<file path="src/rtl/branch_resolve.sv">
// branch_resolve: resolution-side partner of the 2-bit saturating-counter
// predictor. Queues fetch-time predictions in order, and compares the oldest
// one against the execute outcome. It emits training updates and a flush
// pulse, and keeps saturating branch and mispredict statistics.
module branch_resolve #(
  parameter int DEPTH = 4,
  parameter int CNT_W = 16
) (
  input  logic             clk,
  input  logic             reset,
  input  logic             pred_valid,
  input  logic             pred_taken,
  input  logic             res_valid,
  input  logic             res_taken,
  output logic             pred_ready,
  output logic             full,
  output logic             empty,
  output logic             upd_branch,
  output logic             upd_taken,
  output logic             mispredict,
  output logic             underflow,
  output logic [CNT_W-1:0] branch_count,
  output logic [CNT_W-1:0] mispredict_count
);

  localparam int AW = $clog2(DEPTH);
  localparam logic [AW:0] FULL_OCC = (AW+1)'(DEPTH);
  localparam logic [CNT_W-1:0] CNT_MAX = '1;

  logic [DEPTH-1:0] mem;
  logic [AW-1:0]    rd_ptr;
  logic [AW-1:0]    wr_ptr;
  logic [AW:0]      occ;
  logic [AW:0]      occ_next;
  logic             head;
  logic             pop;
  logic             push;
  logic             mis;

  // Queue status and handshake, derived only from registered occupancy and res_valid
  always_comb begin
    full       = (occ == FULL_OCC);
    empty      = (occ == '0);
    pop        = res_valid && !empty;
    pred_ready = !full || pop;
    push       = pred_valid && pred_ready;
    head       = mem[rd_ptr];
    mis        = pop && (head != res_taken);
  end

  // Occupancy after this edge when no flush occurs; push and pop together leave it unchanged
  always_comb begin
    occ_next = occ;
    unique case ({push, pop})
      2'b10:   occ_next = occ + (AW+1)'(1);
      2'b01:   occ_next = occ - (AW+1)'(1);
      default: occ_next = occ;
    endcase
  end

  // Prediction storage; a push in a mispredict cycle is a wrong-path prediction and is dropped
  always_ff @(posedge clk) begin
    if (!reset && push && !mis) begin
      mem[wr_ptr] <= pred_taken;
    end
  end

  // Pointers and occupancy; a mispredict empties the queue by snapping the read pointer to the write pointer
  always_ff @(posedge clk) begin
    if (reset) begin
      rd_ptr <= '0;
      wr_ptr <= '0;
      occ    <= '0;
    end else if (mis) begin
      rd_ptr <= wr_ptr;
      occ    <= '0;
    end else begin
      if (push) begin
        wr_ptr <= wr_ptr + AW'(1);
      end
      if (pop) begin
        rd_ptr <= rd_ptr + AW'(1);
      end
      occ <= occ_next;
    end
  end

  // Registered training update, flush pulse and underflow pulse, one cycle after resolution
  always_ff @(posedge clk) begin
    if (reset) begin
      upd_branch <= 1'b0;
      upd_taken  <= 1'b0;
      mispredict <= 1'b0;
      underflow  <= 1'b0;
    end else begin
      upd_branch <= pop;
      upd_taken  <= pop && res_taken;
      mispredict <= mis;
      underflow  <= res_valid && empty;
    end
  end

  // Saturating statistics; they hold at all-ones so long runs never wrap to a misleading small value
  always_ff @(posedge clk) begin
    if (reset) begin
      branch_count     <= '0;
      mispredict_count <= '0;
    end else begin
      if (pop && (branch_count != CNT_MAX)) begin
        branch_count <= branch_count + CNT_W'(1);
      end
      if (mis && (mispredict_count != CNT_MAX)) begin
        mispredict_count <= mispredict_count + CNT_W'(1);
      end
    end
  end

endmodule
</file>
<file path="config.mk">
export PLATFORM = sky130hd
export DESIGN_NAME = branch_resolve
export DESIGN_NICKNAME = d
export VERILOG_FILES = /design/src/rtl/branch_resolve.sv
export SDC_FILE = /design/constraint.sdc
export NUM_CORES = 1
export LEC_CHECK = 0
export ABC_AREA = 1
export CORE_MARGIN = 2
export CORE_UTILIZATION = 58
export DETAILED_ROUTE_END_ITERATION = 8
export PLACE_DENSITY = 0.91
export SYNTH_ARGS = -nofsm -noshare
export SYNTH_HDL_FRONTEND = slang
export SYNTH_SLANG_ARGS = --single-unit
export TNS_END_PERCENT = 20
</file>
<file path="constraint.sdc">
create_clock -name clk -period 2.7 [get_ports clk]
set_clock_uncertainty 0.05 [all_clocks]
set_input_delay 0.54 -clock clk [delete_from_list [all_inputs] [get_ports clk]]
set_output_delay 0.54 -clock clk [all_outputs]
set_load 0.02 [all_outputs]
</file>
==> summary.txt <==
Setup crit end kind: output pin
via/cell ratio: 5.404
CTS tree: done
worst-path maximum fanout: 2
final setup fails: 0
via count: 2659
RR Endpoint: occ[2]$_SDFFE_PP0P_
Core Area: 4661 um2
largest net degree at the start of global routing: 29
post-CTS sizing: 0
GR Overflow Total: 0
Max Cap Viol: 0
initial cell density of the core: 0.5976
first-pass GRT wire length: 10.51 mm
CTS H-tree depth: 2
vias in the first global route: 2430
Clock Sinks: 47
die width: 73.30 um
Routed WL per cell: 12.92 um
actual slew at the worst max-slew pin: 0.4348 ns
Mapped Cells: 392
setup ws final: 0.3167 ns
Remaining DRCs: 0
post-CTS setup repair buffer count: 0
Relative slew margins: 0.7094
setup_tns: 0 ns
reg2reg setup slack: 0.66 ns
RSZ-0062 raised after global routing: false
Worst Path Required: 2.11 ns
all-layer global routing usage: 0.2503
antenna violations before repair: 0
outcome: complete, no violations
# fillers: 358
Hold Buf Count CTS: 0
Max Transition Viols Final: 0
worst r2r path cells: 11
I/O Pins: 45
Yosys cell types: 31
syn nets: 406
Pwr Density: 620.5 nW/um2
fmax: 419.6 MHz
post-route ant nets: 0
VDD IR max: 0.4376 mV
Yosys reg bits: 47
Hold Vio Cnt, Final: 0
hold worst-path end: branch_count[13]$_SDFFE_PP0P_
DRT Pass-1 Iters: 4
drt initial violations: 204
Area Growth Syn to Fin: 20.31%
dpl cells: 484
antenna cells: 0
Avg Inst Size Synth: 7.105 um2
FP Rows: 25
Period Utilization, post-route: 0.8827
nature of the critical path startpoint: input pin
fin crit period: 2.383 ns
RePlAce Congestion: 0.8822
CTS Buffer Depth: 2
Worst Hold Launch: branch_count[13]$_SDFFE_PP0P_
HPWL after DPL: 4.633 mm
Crit path arrival time: 1.79 ns
area share of the largest cell type after synthesis: 0.3091
leading cell types in the layout, fill and taps excluded: 94 x nand2_1, 52 x nor2_1, 48 x inv_1
Final Non-Filler Cells: 492
Worst Setup Path Type: in2out
commonest non-fill, non-tap cell in the layout: nand2_1
multi-input logic area: 1544 um2
Hold Path Cell Cnt: 2
IO Port Bufs: 44
main area contributors after synthesis: dfxtp_1 31%, nand2_1 13%, nor2_1 7.0%, inv_1 6.5%, nand3_2 5.0%
sequential share of the synthesized area: 0.3522
final WL: 6.356 mm
die height: 73.30 um
Reg area: 980.9 um2
Reg clk slew, reported paths: 0.09 ns
cell taking the most area after synthesis: dfxtp_1
dpl ws: 0.1791 ns
worst skew pair latency: 0.31 ns
clock root buffer: clkbuf_8
HP Class: reg2reg
Netlist Area Pre-Place: 2785 um2
nets: 451
cts bufs inserted: 5
Leak: 0.001236 uW
die area: 5372 um2
share of layout cells above drive strength 1: 0.1347
Yosys warnings: 0
RR Startpoint: occ[0]$_SDFFE_PP0P_
-- per-layer routing --
layer / wire [um] / up-vias / GRT usage
li1: - / 1323 / -
met1: 2651 / 1234 / 0.3033
met2: 3216 / 85 / 0.4334
met3: 336 / 17 / 0.04664
met4: 153 / 0 / 0.1071
met5: 0 / - / 0
-- through the flow --
step           power (uW)    util  hold slack, ns  cell area [um2]
6_report             2079  0.7189          0.4550             3351
5_1_grt              2193  0.7189          0.4917             3351
4_1_cts              2086  0.7189          0.4547             3351
3_5_place_dp         1639  0.6993          0.4409             3259
3_3_place_gp         1598  0.6993          0.4342             3259
2_1_floorplan        1430       -          0.4271             2785
-- power breakdown --
| part | leakage [uW] | switching (uW) | internal (uW) |
|---|---|---|---|
| clock network | 0.0000482 | 248 | 207 |
| logic | 0.000804 | 497 | 279 |
| registers | 0.000385 | 72.8 | 776 |
-- critical path, cell delays in order --
cell             delay, ns
clkdlybuf4s50_1       0.51
inv_1                 0.07
nand2_1               0.08
clkdlybuf4s50_1       0.60
-- worst max path at each step --
stage                              startpoint  slack (ns)                  end  cells past startpoint
final                               res_valid        0.32           pred_ready                      4
after global routing                res_valid        0.28           pred_ready                      4
after CTS                           res_valid        0.31           pred_ready                      4
after detailed placement            res_valid        0.18  occ[2]$_SDFFE_PP0P_                     10
after global placement              res_valid        0.27  occ[2]$_SDFFE_PP0P_                     10
after floorplan           occ[2]$_SDFFE_PP0P_        0.20  occ[2]$_SDFFE_PP0P_                     11
-- layout make-up --
cell class,instances,area share
Sequential cell,47,0.2928
Multi-Input combinational cell,282,0.4608
Tap cell,54,0.02016
Inverter,54,0.06087
Clock inverter,1,0.001494
Clock buffer,7,0.02577
Timing Repair Buffer,47,0.1382
-- Yosys cell counts, drive strengths merged --
library cell	n
nand2	101
nor2	57
inv	53
dfxtp	43
a21oi	30
nand3	30
o21ai	17
nor3	13
xor2	12
nand4	8
ha	7
buf	6
edfxtp	4
xnor2	4
clkbuf	3
or2	2
clkinv	1
fa	1
-- cell families (layout without fill, tap and decap cells) --
logic type | after synthesis | count (layout) | synth area share
DFF | 47 | 47 | 0.3522
AOI/OAI and AO/OA | 47 | 47 | 0.09793
buffers and inverters | 63 | 109 | 0.09344
xor gates and xnor gates | 16 | 16 | 0.05031
and+or+nand+nor | 211 | 211 | 0.3675
adders and majority gates | 8 | 8 | 0.03863
-- sequential cells by signal, summed over array words and instances (netlist names) --
signal / count
wr_ptr: 2
rd_ptr: 2
occ: 3
upd_branch: 1
branch_count: 16
mispredict: 1
underflow: 1
upd_taken: 1
mispredict_count: 16
mem: 4
Note: power is estimated with default switching activity, not from simulation.
